[config.mk]
export PLATFORM = sky130hd
export DESIGN_NAME = bm_ibuf_fetch
export DESIGN_NICKNAME = d
export VERILOG_FILES = /design/src/rtl/bm_pkg.sv /design/src/rtl/bm_fetch_agen.sv /design/src/rtl/bm_ibuf_fetch.sv
export SDC_FILE = /design/constraint.sdc
export NUM_CORES = 1
export LEC_CHECK = 0
export ABC_AREA = 0
export CORE_MARGIN = 5
export CORE_UTILIZATION = 50
export CTS_CLUSTER_DIAMETER = 50
export DETAILED_ROUTE_END_ITERATION = 8
export PLACE_DENSITY_LB_ADDON = 0.05
export SYNTH_ARGS = -nofsm -noshare
export SYNTH_HDL_FRONTEND = slang
export SYNTH_SLANG_ARGS = --single-unit
[constraint.sdc]
create_clock -name clk -period 8.02 [get_ports clk]
set_clock_uncertainty 0.05 [all_clocks]
set_input_delay 2.406 -clock clk [delete_from_list [all_inputs] [get_ports clk]]
set_output_delay 2.406 -clock clk [all_outputs]
set_load 0.02 [all_outputs]
[src/rtl/bm_pkg.sv]
// bm_pkg: shared types and constants for the block-matching fetch path.
// FSM states, AXI response code and the legal burst lengths.
package bm_pkg;

  typedef enum logic [2:0] {
    ST_IDLE,
    ST_REQ,
    ST_ADDR,
    ST_DATA,
    ST_DONE
  } fetch_st_e;

  localparam logic [1:0] RESP_OKAY  = 2'b00;

  localparam logic [8:0] BST_LEN_64  = 9'd64;
  localparam logic [8:0] BST_LEN_128 = 9'd128;
  localparam logic [8:0] BST_LEN_256 = 9'd256;

  // Unsupported burst lengths fall back to the smallest legal one.
  function automatic logic [8:0] bst_legal(logic [8:0] b);
    logic [8:0] r;
    unique case (1'b1)
      (b == BST_LEN_128): r = BST_LEN_128;
      (b == BST_LEN_256): r = BST_LEN_256;
      default:            r = BST_LEN_64;
    endcase
    return r;
  endfunction

endpackage

[src/rtl/bm_fetch_agen.sv]
// bm_fetch_agen: line/offset address generator for the input fetch.
// Stride is accumulated per line; burst length = min(bst, words left).
module bm_fetch_agen
  import bm_pkg::*;
#(
  parameter int AW = 32
) (
  input  logic          clk,
  input  logic          rst_n,
  input  logic          load_i,
  input  logic [AW-1:0] base_i,
  input  logic [15:0]   stride_i,
  input  logic [8:0]    line_size_i,
  input  logic [10:0]   num_lines_i,
  input  logic [8:0]    bst_len_i,
  input  logic          advance_i,
  output logic [AW-1:0] addr_o,
  output logic [8:0]    len_o,
  output logic          line_done_o,
  output logic          last_line_o
);

  logic [AW-1:0] base_q, base_d;
  logic [15:0]   stride_q, stride_d;
  logic [8:0]    lsize_q, lsize_d;
  logic [10:0]   nlines_q, nlines_d;
  logic [8:0]    bst_q, bst_d;
  logic [10:0]   line_q, line_d;
  logic [8:0]    ofs_q, ofs_d;

  logic [8:0]    rem;
  logic [9:0]    ofs_sum;

  assign rem         = lsize_q - ofs_q;
  assign len_o       = (bst_q < rem) ? bst_q : rem;
  assign ofs_sum     = {1'b0, ofs_q} + {1'b0, len_o};
  assign line_done_o = (ofs_sum == {1'b0, lsize_q});
  assign last_line_o = (line_q == nlines_q - 11'd1);
  assign addr_o      = base_q + AW'({ofs_q, 2'b00});

  // Next-state: latch frame setup on load, step offset/line per burst.
  always_comb begin
    base_d   = base_q;
    stride_d = stride_q;
    lsize_d  = lsize_q;
    nlines_d = nlines_q;
    bst_d    = bst_q;
    line_d   = line_q;
    ofs_d    = ofs_q;
    if (load_i) begin
      base_d   = base_i;
      stride_d = stride_i;
      lsize_d  = line_size_i;
      nlines_d = num_lines_i;
      bst_d    = bst_legal(bst_len_i);
      line_d   = '0;
      ofs_d    = '0;
    end else if (advance_i) begin
      if (line_done_o) begin
        line_d = line_q + 11'd1;
        ofs_d  = '0;
        base_d = base_q + AW'(stride_q);
      end else begin
        ofs_d  = ofs_sum[8:0];
      end
    end
  end

  // Generator state registers.
  always_ff @(posedge clk or negedge rst_n) begin
    if (!rst_n) begin
      base_q   <= '0;
      stride_q <= '0;
      lsize_q  <= '0;
      nlines_q <= '0;
      bst_q    <= '0;
      line_q   <= '0;
      ofs_q    <= '0;
    end else begin
      base_q   <= base_d;
      stride_q <= stride_d;
      lsize_q  <= lsize_d;
      nlines_q <= nlines_d;
      bst_q    <= bst_d;
      line_q   <= line_d;
      ofs_q    <= ofs_d;
    end
  end

endmodule

[src/rtl/bm_ibuf_fetch.sv]
// bm_ibuf_fetch: AXI4 read-DMA front end for the LR input line buffer.
// Optional BM_FETCH_RRESP_CHK_EN enables the sticky err flag.
module bm_ibuf_fetch
  import bm_pkg::*;
#(
  parameter int AW = 32
) (
  input  logic          clk,
  input  logic          rst_n,
  input  logic          start,
  input  logic [AW-1:0] base_addr,
  input  logic [15:0]   stride,
  input  logic [8:0]    line_size,
  input  logic [10:0]   num_lines,
  input  logic [8:0]    bst_len,
  input  logic          wr_rdy,
  output logic          wr,
  output logic [31:0]   din,
  output logic          line_end,
  output logic [AW-1:0] m_araddr,
  output logic [7:0]    m_arlen,
  output logic          m_arvalid,
  input  logic          m_arready,
  input  logic [31:0]   m_rdata,
  input  logic [1:0]    m_rresp,
  input  logic          m_rlast,
  input  logic          m_rvalid,
  output logic          m_rready,
  output logic          busy,
  output logic          done,
  output logic          err
);

  fetch_st_e     st_q;
  logic          wr_q;
  logic [31:0]   din_q;
  logic          le_q;
  logic [AW-1:0] araddr_q;
  logic [7:0]    arlen_q;
  logic          arvalid_q;
  logic          rready_q;
  logic          busy_q;
  logic          done_q;

  logic          load;
  logic          beat;
  logic          bst_end;
  logic [AW-1:0] ag_addr;
  logic [8:0]    ag_len;
  logic          ag_line_done;
  logic          ag_last_line;

  assign load    = (st_q == ST_IDLE) && start;
  assign beat    = rready_q && m_rvalid;
  assign bst_end = beat && m_rlast;

  bm_fetch_agen #(
    .AW(AW)
  ) u_agen (
    .clk        (clk),
    .rst_n      (rst_n),
    .load_i     (load),
    .base_i     (base_addr),
    .stride_i   (stride),
    .line_size_i(line_size),
    .num_lines_i(num_lines),
    .bst_len_i  (bst_len),
    .advance_i  (bst_end),
    .addr_o     (ag_addr),
    .len_o      (ag_len),
    .line_done_o(ag_line_done),
    .last_line_o(ag_last_line)
  );

  // Frame FSM; every output is a register updated here.
  always_ff @(posedge clk or negedge rst_n) begin
    if (!rst_n) begin
      st_q      <= ST_IDLE;
      wr_q      <= 1'b0;
      din_q     <= '0;
      le_q      <= 1'b0;
      araddr_q  <= '0;
      arlen_q   <= '0;
      arvalid_q <= 1'b0;
      rready_q  <= 1'b0;
      busy_q    <= 1'b0;
      done_q    <= 1'b0;
    end else begin
      wr_q   <= 1'b0;
      le_q   <= 1'b0;
      done_q <= 1'b0;
      case (st_q)
        ST_IDLE: begin
          if (start) begin
            busy_q <= 1'b1;
            st_q   <= ST_REQ;
          end
        end
        ST_REQ: begin
          if (wr_rdy) begin
            araddr_q  <= ag_addr;
            arlen_q   <= 8'(ag_len - 9'd1);
            arvalid_q <= 1'b1;
            st_q      <= ST_ADDR;
          end
        end
        ST_ADDR: begin
          if (m_arready) begin
            arvalid_q <= 1'b0;
            rready_q  <= 1'b1;
            st_q      <= ST_DATA;
          end
        end
        ST_DATA: begin
          if (beat) begin
            wr_q  <= 1'b1;
            din_q <= m_rdata;
            le_q  <= m_rlast && ag_line_done;
          end
          if (bst_end) begin
            rready_q <= 1'b0;
            if (ag_line_done && ag_last_line) begin
              st_q <= ST_DONE;
            end else begin
              st_q <= ST_REQ;
            end
          end
        end
        ST_DONE: begin
          done_q <= 1'b1;
          busy_q <= 1'b0;
          st_q   <= ST_IDLE;
        end
        default: st_q <= ST_IDLE;
      endcase
    end
  end

  assign wr        = wr_q;
  assign din       = din_q;
  assign line_end  = le_q;
  assign m_araddr  = araddr_q;
  assign m_arlen   = arlen_q;
  assign m_arvalid = arvalid_q;
  assign m_rready  = rready_q;
  assign busy      = busy_q;
  assign done      = done_q;

`ifdef BM_FETCH_RRESP_CHK_EN
  logic [8:0] bcnt_q;
  logic       err_q;
  logic       cnt_hit;
  logic       bad_beat;

  assign cnt_hit  = (bcnt_q == ag_len - 9'd1);
  assign bad_beat = beat &&
                    ((m_rresp != RESP_OKAY) ||
                     (m_rlast != cnt_hit));

  // Beat counter and sticky error (bad resp or rlast mismatch).
  always_ff @(posedge clk or negedge rst_n) begin
    if (!rst_n) begin
      bcnt_q <= '0;
      err_q  <= 1'b0;
    end else begin
      if (load) begin
        err_q <= 1'b0;
      end else if (bad_beat) begin
        err_q <= 1'b1;
      end
      if (st_q == ST_ADDR) begin
        bcnt_q <= '0;
      end else if (beat) begin
        bcnt_q <= bcnt_q + 9'd1;
      end
    end
  end

  assign err = err_q;
`else
  logic unused_rresp;
  assign unused_rresp = ^(m_rresp ^ RESP_OKAY);
  assign err = 1'b0;
`endif

endmodule

==> impl_metrics.env, run 1 <==
export IMPL_clk_insertion_delay_late_ns=0.43
export IMPL_grt_overflow=0
export IMPL_worstSetupStartpointType="flip-flop"
export IMPL_crit_required_ns=8.25
export IMPL_yosysTopAreaCell="dfrtp_1"
export IMPL_dieArea_sq_mm=0.0239
export IMPL_cp_cell_sequence="inv_1 -> ha_1 -> inv_1 -> fa_1 -> a211oi_1 -> o31ai_1 -> a21oi_1 -> o21bai_1 -> a21oi_1 -> xnor2_1 -> ha_1 -> nand4_1 -> o41ai_2 -> mux2i_1 -> inv_1 -> ha_1 -> xnor2_1 -> or3_1 -> nand4_1 -> nor4b_2 -> nand4_4 -> nor2_2 -> nor4bb_1 -> o32ai_1"
export IMPL_met3_usage_pct=4.17
export IMPL_row_count=53
export IMPL_io_buffers=193
export IMPL_grt_max_degree=105
export IMPL_die_y_um=155
export IMPL_cp_max_fo=11
export IMPL_crit_cells=24
export IMPL_min_delay_start="m_araddr[2]"
export IMPL_die_w_um=155
export IMPL_grt_use_met2_pct=34.6
export IMPL_routed_wl_um=27100
export IMPL_reg2regPathDepth=24
export IMPL_cts_resized=0
export IMPL_grt_pass1_wl_um=44000
export IMPL_track_usage_pct=22.8
export IMPL_vias_per_cell=5.39
export IMPL_synth_nets=1317
export IMPL_fin_crit_ns=7.10
export IMPL_yosys_top_cells_count="225 x nand2_1, 172 x dfrtp_1, 77 x o21ai_0, 52 x nor2_1, 52 x xnor2_1"
export IMPL_setup_viol=0
export IMPL_slew_headroom_pct=25.0
export IMPL_cts_sinks=172
export IMPL_crit_family="simple AND/OR/NAND/NOR gates"
export IMPL_worstSetupPathType="reg -> reg"
export IMPL_final_nets=1488
export IMPL_leakage_nw=5.80
export IMPL_final_util_pct=63.4
export IMPL_peakVddDrop_uv=184
export IMPL_r2r_start="u_agen.lsize_q[0]"
export IMPL_synth_warnings=0
export IMPL_rsz0062_at_grt="false"
export IMPL_syn_inst=1146
export IMPL_n_antenna_cell=0
export IMPL_synthToLayoutAreaGrowth_pct=26.3
export IMPL_cap_violations=0
export IMPL_synth_edf_count=0
export IMPL_reg2reg_slack_ns=0.92
export IMPL_cts_hold_buf=0
export IMPL_synth_top_area_share_pct=41.2
export IMPL_ys_top_cells_by_area="dfrtp_1 41%, nand2_1 8.1%, ha_1 5.9%"
export IMPL_grt_pass1_vias=8270
export IMPL_tightest_slew_ns=1.12
export IMPL_drtPass1Iterations=5
export IMPL_cts_tree="yes"
export IMPL_top_usage_layer="met2"
export IMPL_hpwl_um=20400
export IMPL_drive_gt1_share_pct=7.29
export IMPL_powerDensity_mw_per_mm2=422
export IMPL_hold_class="reg -> reg"
export IMPL_drt_iter0_drc=542
export IMPL_worst_endpoint_arrival_ns=7.33
export IMPL_cts_setup_buffers=0
export IMPL_yosysMostFrequentCell="nand2_1"
export IMPL_synthFlopType="dfrtp_1"
export IMPL_drtAntennaViolNets=0
export IMPL_synthArstFlopShare_pct=100
export IMPL_status="finished, final reports clean"
export IMPL_syn_cell_area_sq_mm=0.0105
export IMPL_core_area_sq_mm=0.0208
export IMPL_drc=0
export IMPL_timing_final_crit_share_pct=88.6
export IMPL_ioPinCount=197
export IMPL_clk_path_buf_depth=2
export IMPL_critPathMaxStageDelay_ns=0.68
export IMPL_tns_ns=0
export IMPL_timing_rr_end="st_q[0]"
export IMPL_path_clk_slew_ns=0.08
export IMPL_syn_area_per_cell_sq_um=9.13
export IMPL_routed_via_count=8652
export IMPL_hold_viol_final=0
export IMPL_initial_core_util_pct=50.2
export IMPL_cp_slowest_cell="o41ai_2"
export IMPL_worst_path_buf_inv=3
export IMPL_cp_end_kind="flip-flop"
export IMPL_synth_distinct_cells=79
export IMPL_ys_ff_latch=172
export IMPL_met1_usage_pct=33.9
export IMPL_numCtsBuffers=17
export IMPL_hold_depth=2
export IMPL_gp_congestion=0.895
export IMPL_antenna_found_initial=0
export IMPL_ys_seq_area_share_pct=41.2
export IMPL_max_freq_mhz=141
export IMPL_min_to="m_araddr[2]"
export IMPL_slew_violations=0
export IMPL_htreeDepth=4
export IMPL_cts_root_buf="clkbuf_16"
export IMPL_wl_per_cell_um=16.9
[cells by family (layout without fill, tap and decap cells)]
family                   Yosys count  count (layout)  synth area share (%)
AND/OR/NAND/NOR                  459             459                  21.1
AO/OA/AOI/OAI                    216             216                  13.4
other                              1               1                0.0359
buffers and inverters             95             279                  3.66
XOR/XNOR                          82              82                  7.14
flip-flops                       172             172                  41.2
multiplexers                      68              68                  6.90
adder cells (fa/ha/maj)           53              53                  6.63
[state kept, by name, indices dropped and copies added, names as in the netlist]
name,flops
din,32
m_araddr,32
u_agen.base_q,32
u_agen.stride_q,16
u_agen.line_q,11
u_agen.nlines_q,11
u_agen.lsize_q,9
u_agen.ofs_q,9
m_arlen,8
st_q,3
u_agen.bst_q,3
busy,1
done,1
line_end,1
m_arvalid,1
m_rready,1
wr,1
[power by group]
part           switching, mW  total, mW  internal, mW
sequential             0.334       1.56          1.23
clock                  0.397      0.844         0.447
combinational           1.75       3.17          1.42
total                   2.48       5.58          3.09
[per-layer routing]
| layer | up-vias | part of all wire, % |
|---|---|---|
| li1 | 4351 | - |
| met1 | 4020 | 49 |
| met2 | 254 | 43 |
| met3 | 27 | 6.4 |
| met4 | 0 | 1.3 |
| met5 | - | 0 |
[layout by cell type, fill, tap and decap left out, types with 23 or more instances in the layout]
master	instances
ha_1	49
xor2_1	28
mux2_2	33
nand2_1	224
inv_1	46
o21ai_0	77
xnor2_1	52
a21oi_1	41
mux2i_1	35
nand3_1	23
nor2_1	50
nor3_1	34
clkdlybuf4s50_1	192
dfrtp_1	172
[worst reg2reg max path, cell delays in order, from the launching register on]
cell	delay, ns
dfrtp_1	0.41
inv_1	0.08
ha_1	0.16
inv_1	0.06
fa_1	0.40
a211oi_1	0.33
o31ai_1	0.13
a21oi_1	0.24
o21bai_1	0.08
a21oi_1	0.17
xnor2_1	0.10
ha_1	0.32
nand4_1	0.11
o41ai_2	0.68
mux2i_1	0.54
inv_1	0.13
ha_1	0.35
xnor2_1	0.40
or3_1	0.17
nand4_1	0.11
nor4b_2	0.40
nand4_4	0.27
nor2_2	0.49
nor4bb_1	0.59
o32ai_1	0.19
[final cells by class]
type,count,area (sq um)
Fill cell,1816,7610
Multi-Input combinational cell,879,5780
Sequential cell,172,4300
Timing Repair Buffer,201,1990
Clock buffer,17,425
Tap cell,275,344
Clock inverter,15,184
Inverter,46,173
[worst max path at each step]
| stage | start | end | slack [ns] |
|---|---|---|---|
| after global placement | u_agen.lsize_q[0] | st_q[0] | 1.13 |
| after CTS | u_agen.lsize_q[0] | st_q[0] | 0.94 |
| after detailed placement | u_agen.lsize_q[0] | st_q[0] | 1.01 |
| final | u_agen.lsize_q[0] | st_q[0] | 0.92 |
| after floorplan | u_agen.lsize_q[0] | u_agen.base_q[17] | 2.36 |
| after global routing | u_agen.lsize_q[0] | st_q[0] | 0.49 |
[stage by stage]
stage          hold WS [ns]  setup WS (ns)  std cells  cell area (sq um)  power, mW
6_report              0.429          0.916       1605              13200       5.58
5_1_grt               0.470          0.486       1605              13200       6.05
4_1_cts               0.436          0.943       1605              13200       5.61
3_5_place_dp          0.419           1.01       1573              12600       4.75
3_3_place_gp          0.409           1.13       1573              12600       4.69
2_1_floorplan         0.400           2.36       1146              10500       3.75
Note: power is estimated with default switching activity, not from simulation.
==> run 2: changes to the inputs <==
Settings changed: CORE_MARGIN 5 to 8, TNS_END_PERCENT from default to 5.
==> impl_metrics.env, run 2 (synthesis results as in run 1) <==
export IMPL_status="finished, final reports clean"
export IMPL_hold_viol_final=0
export IMPL_cts_root_buf="clkbuf_16"
export IMPL_setup_viol=0
export IMPL_layout_commonest_cell="nand2_1"
export IMPL_worstSetupPathType="reg -> reg"
export IMPL_grt_pass1_vias=8570
export IMPL_grt_pass1_wl_um=45600
export IMPL_cts_tree="yes"
export IMPL_worstSetupStartpointType="flip-flop"
export IMPL_n_antenna_cell=0
export IMPL_row_count=53
export IMPL_crit_top_cell="ha_1"
export IMPL_htreeDepth=4
export IMPL_path_clk_slew_ns=0.07
export IMPL_numCtsBuffers=17
export IMPL_worst_path_buf_inv=2
export IMPL_core_area_sq_mm=0.0208
export IMPL_layout_common_cells="224 x nand2_1, 192 x clkdlybuf4s50_1, 172 x dfrtp_1"
export IMPL_hpwl_um=21500
export IMPL_dieArea_sq_mm=0.0258
export IMPL_timing_final_crit_share_pct=87.3
export IMPL_io_buffers=193
export IMPL_crit_required_ns=8.25
export IMPL_rsz0062_at_grt="false"
export IMPL_fin_crit_ns=7.00
export IMPL_antenna_found_initial=0
export IMPL_synthToLayoutAreaGrowth_pct=26.1
export IMPL_dp_cells=1574
export IMPL_crit_family="simple AND/OR/NAND/NOR gates"
export IMPL_grt_max_degree=105
export IMPL_worst_endpoint_arrival_ns=7.24
export IMPL_final_util_pct=63.5
export IMPL_grt_overflow=0
export IMPL_drc=0
export IMPL_pre_cts_slack_ns=1.16
export IMPL_clk_insertion_delay_late_ns=0.44
export IMPL_cts_hold_buf=0
export IMPL_hold_class="reg -> reg"
export IMPL_powerDensity_mw_per_mm2=422
export IMPL_track_usage_pct=21.9
export IMPL_critPathMaxStageDelay_ns=0.67
export IMPL_clk_path_buf_depth=2
export IMPL_drtAntennaViolNets=0
export IMPL_cap_violations=0
export IMPL_drive_gt1_share_pct=7.36
export IMPL_cts_resized=0
export IMPL_total_power_mw=5.57
export IMPL_leakage_nw=5.79
export IMPL_whs_ns=0.431
export IMPL_routed_via_count=8852
export IMPL_cp_max_fo=11
export IMPL_peakVddDrop_uv=178
export IMPL_final_nets=1489
export IMPL_stdcell_count=1606
export IMPL_tns_ns=0
export IMPL_die_y_um=161
export IMPL_stdcell_area_sq_mm=0.0132
export IMPL_gp_congestion=0.913
export IMPL_drt_iter0_drc=547
export IMPL_cp_end_kind="flip-flop"
export IMPL_cp_cell_sequence="ha_1 -> inv_1 -> fa_1 -> a211oi_1 -> o31ai_1 -> a21oi_1 -> o21bai_1 -> a21oi_1 -> xnor2_1 -> ha_1 -> nand4_1 -> o41ai_2 -> mux2i_1 -> inv_1 -> ha_1 -> xnor2_1 -> or3_1 -> nand4_1 -> nor4b_2 -> nand4_4 -> nor2_2 -> nor4bb_1 -> o32ai_1"
export IMPL_placed_cell_area_sq_mm=0.0126
export IMPL_vias_per_cell=5.51
export IMPL_cp_slowest_cell="o41ai_2"
export IMPL_die_w_um=161
export IMPL_setup_slack_ns=1.02
export IMPL_ioPinCount=197
export IMPL_routed_wl_um=28100
export IMPL_wl_per_cell_um=17.5
export IMPL_slew_violations=0
export IMPL_cts_sinks=172
export IMPL_max_freq_mhz=143
export IMPL_cts_setup_buffers=0
export IMPL_initial_core_util_pct=50.4
export IMPL_tightest_slew_ns=1.15
export IMPL_drtPass1Iterations=5
export IMPL_slew_headroom_pct=22.7
-- run 2: changes by cell type in the layout (fill, tap and decap cells not counted) --
cell,change
clkinv_4,-1
inv_6,+2
buf_4,+1
bufinv_16,-1
clkinv_8,-1
clkinv_2,+1
-- run 2: worst register-to-register path, stage by stage, from the launching register on --
cell,delay (ns)
dfrtp_1,0.45
ha_1,0.20
inv_1,0.05
fa_1,0.40
a211oi_1,0.33
o31ai_1,0.14
a21oi_1,0.26
o21bai_1,0.10
a21oi_1,0.17
xnor2_1,0.11
ha_1,0.30
nand4_1,0.12
o41ai_2,0.68
mux2i_1,0.48
inv_1,0.14
ha_1,0.36
xnor2_1,0.40
or3_1,0.17
nand4_1,0.10
nor4b_2,0.39
nand4_4,0.27
nor2_2,0.47
nor4bb_1,0.56
o32ai_1,0.18
-- run 2: per-layer routing --
| metal | vias up | part of all wire (%) | GRT usage (%) | wire [um] |
|---|---|---|---|---|
| met4 | 0 | 1.5 | 6.41 | 424 |
| li1 | 4367 | - | - | - |
| met3 | 35 | 5.6 | 4.33 | 1580 |
| met2 | 276 | 43 | 33.3 | 12200 |
| met1 | 4174 | 49 | 31.0 | 13900 |
| met5 | - | 0 | 0 | 0 |
-- run 2: power breakdown --
group          internal (mW)  total (mW)  switching, mW
combinational           1.42        3.20           1.78
clock                  0.413       0.804          0.391
sequential              1.23        1.56          0.336
total                   3.06        5.57           2.51
-- run 2: layout make-up --
class | count | area, sq um
clock buffers | 17 | 425
clock inverters | 15 | 151
fillers | 1843 | 7570
inverters | 46 | 173
multi-input cells | 879 | 5780
flip-flops and latches | 172 | 4300
well taps | 275 | 344
repair buffers | 202 | 2000
-- run 2: path summary, 6_finish.rpt --
kind	from	to	slack, ns	cells after the start
worst max-delay path	u_agen.ofs_q[0]	st_q[0]	1.02	23
worst min-delay path	m_araddr[19]	m_araddr[19]	0.43	2
worst max register to register	u_agen.ofs_q[0]	st_q[0]	1.02	23
worst min register to register	m_araddr[19]	m_araddr[19]	0.43	2
max in group asynchronous	rst_n	u_agen.ofs_q[5]	4.87	2
min in group asynchronous	rst_n	din[10]	1.90	1
==> run 3: changes to the inputs <==
Settings changed: GPL_ROUTABILITY_DRIVEN from default to 0, HOLD_SLACK_MARGIN from default to 0.12.
==> impl_metrics.env, run 3 (synthesis results as in run 1) <==
export IMPL_dieArea_sq_mm=0.0258
export IMPL_cp_slowest_cell="o41ai_2"
export IMPL_hpwl_um=21300
export IMPL_worstSetupPathType="reg -> reg"
export IMPL_cts_hold_buf=0
export IMPL_track_usage_pct=21.9
export IMPL_critPathMaxStageDelay_ns=0.67
export IMPL_layout_commonest_cell="nand2_1"
export IMPL_row_count=53
export IMPL_fin_crit_ns=7.08
export IMPL_powerDensity_mw_per_mm2=428
export IMPL_cts_tree="yes"
export IMPL_initial_core_util_pct=50.4
export IMPL_hold_class="reg -> reg"
export IMPL_reg2regPathDepth=24
export IMPL_tightest_slew_ns=1.12
export IMPL_drtPass1Iterations=5
export IMPL_final_nets=1488
export IMPL_cp_max_fo=11
export IMPL_worst_path_buf_inv=3
export IMPL_slew_violations=0
export IMPL_antenna_found_initial=0
export IMPL_routed_wl_um=27900
export IMPL_cp_startpoint="u_agen.lsize_q[0]"
export IMPL_drive_gt1_share_pct=7.29
export IMPL_cts_sinks=172
export IMPL_die_w_um=161
export IMPL_cts_root_buf="clkbuf_16"
export IMPL_status="finished, final reports clean"
export IMPL_ioPinCount=197
export IMPL_grt_pass1_vias=8777
export IMPL_total_power_mw=5.66
export IMPL_clk_path_buf_depth=2
export IMPL_worstSetupStartpointType="flip-flop"
export IMPL_grt_max_degree=105
export IMPL_htreeDepth=4
export IMPL_crit_family="simple AND/OR/NAND/NOR gates"
export IMPL_tns_ns=0
export IMPL_hold_depth=2
export IMPL_core_area_sq_mm=0.0208
export IMPL_final_util_pct=63.8
export IMPL_worst_endpoint_arrival_ns=7.30
export IMPL_cts_resized=0
export IMPL_clk_insertion_delay_late_ns=0.43
export IMPL_io_buffers=193
export IMPL_slew_headroom_pct=24.8
export IMPL_routed_via_count=8797
export IMPL_cap_violations=0
export IMPL_r2r_start="u_agen.lsize_q[0]"
export IMPL_max_freq_mhz=141
export IMPL_leakage_nw=5.83
export IMPL_timing_final_crit_share_pct=88.3
export IMPL_wl_per_cell_um=17.4
export IMPL_rsz0062_at_grt="false"
export IMPL_min_delay_start="m_araddr[2]"
export IMPL_grt_overflow=0
export IMPL_cp_cell_sequence="inv_1 -> ha_1 -> inv_1 -> fa_1 -> a211oi_1 -> o31ai_1 -> a21oi_1 -> o21bai_1 -> a21oi_1 -> xnor2_1 -> ha_1 -> nand4_1 -> o41ai_2 -> mux2i_1 -> inv_1 -> ha_1 -> xnor2_1 -> or3_1 -> nand4_1 -> nor4b_2 -> nand4_4 -> nor2_2 -> nor4bb_1 -> o32ai_1"
export IMPL_peakVddDrop_uv=179
export IMPL_vias_per_cell=5.48
export IMPL_drc=0
export IMPL_die_y_um=161
export IMPL_drtAntennaViolNets=0
export IMPL_path_clk_slew_ns=0.07
export IMPL_drt_iter0_drc=562
export IMPL_grt_pass1_wl_um=46000
export IMPL_crit_cells=24
export IMPL_numCtsBuffers=17
export IMPL_crit_required_ns=8.24
export IMPL_layout_common_cells="224 x nand2_1, 192 x clkdlybuf4s50_1, 172 x dfrtp_1"
export IMPL_synthToLayoutAreaGrowth_pct=26.6
export IMPL_cts_setup_buffers=0
export IMPL_hold_viol_final=0
export IMPL_cp_end_kind="flip-flop"
export IMPL_n_antenna_cell=0
export IMPL_setup_viol=0
## run 3: cell types whose count changed in the layout (fill, tap and decap cells not counted), sizes merged
cell,previous run,this run
clkinv,8,4
bufinv,0,4
clkinvlp,1,0
clkbuf,17,18
buf,10,9
## run 3: metrics by stage
| step | hold slack [ns] | worst slack (ns) | instances | instance area, sq um |
|---|---|---|---|---|
| after floorplan | 0.400 | 2.36 | 1146 | 10500 |
| after global placement | 0.411 | 1.22 | 1573 | 12600 |
| after detailed placement | 0.414 | 1.09 | 1573 | 12600 |
| after CTS | 0.430 | 1.04 | 1605 | 13200 |
| after global routing | 0.447 | 0.416 | 1605 | 13200 |
| final | 0.424 | 0.941 | 1605 | 13200 |
## run 3: area by class of cell
class | instances | area (sq um)
clock buffers | 18 | 439
clock inverters | 14 | 203
fillers | 1849 | 7520
inverters | 46 | 173
multi-input cells | 879 | 5780
flip-flops and latches | 172 | 4300
well taps | 275 | 344
repair buffers | 201 | 1990
## run 3: final timing paths
check | endpoint | slack (ns)
worst max-delay path | st_q[0] | 0.94
worst min-delay path | m_araddr[2] | 0.42
max in group asynchronous | m_araddr[30] | 4.74
worst min register to register | m_araddr[2] | 0.42
worst max register to register | st_q[0] | 0.94
min in group asynchronous | din[10] | 1.94
## run 3: routing by layer
metal	vias up	share of wire (%)	track usage (%)
li1	4363	-	-
met3	32	5.7	4.12
met2	279	43	33.1
met5	-	0	0
met4	0	1.8	6.84
met1	4123	49	31.2
## run 3: where the power goes
group | leakage, nW | internal (mW) | switching (mW) | total (mW)
sequential | 2.09 | 1.23 | 0.331 | 1.56
clock | 0.318 | 0.537 | 0.367 | 0.904
combinational | 3.41 | 1.42 | 1.77 | 3.20
total | 5.83 | 3.19 | 2.47 | 5.66
## run 3: worst register-to-register path, stage by stage, from the launching register on
cell	delay (ns)
dfrtp_1	0.41
inv_1	0.08
ha_1	0.16
inv_1	0.06
fa_1	0.40
a211oi_1	0.35
o31ai_1	0.14
a21oi_1	0.24
o21bai_1	0.09
a21oi_1	0.18
xnor2_1	0.10
ha_1	0.32
nand4_1	0.11
o41ai_2	0.67
mux2i_1	0.50
inv_1	0.14
ha_1	0.35
xnor2_1	0.41
or3_1	0.17
nand4_1	0.11
nor4b_2	0.38
nand4_4	0.28
nor2_2	0.50
nor4bb_1	0.54
o32ai_1	0.19
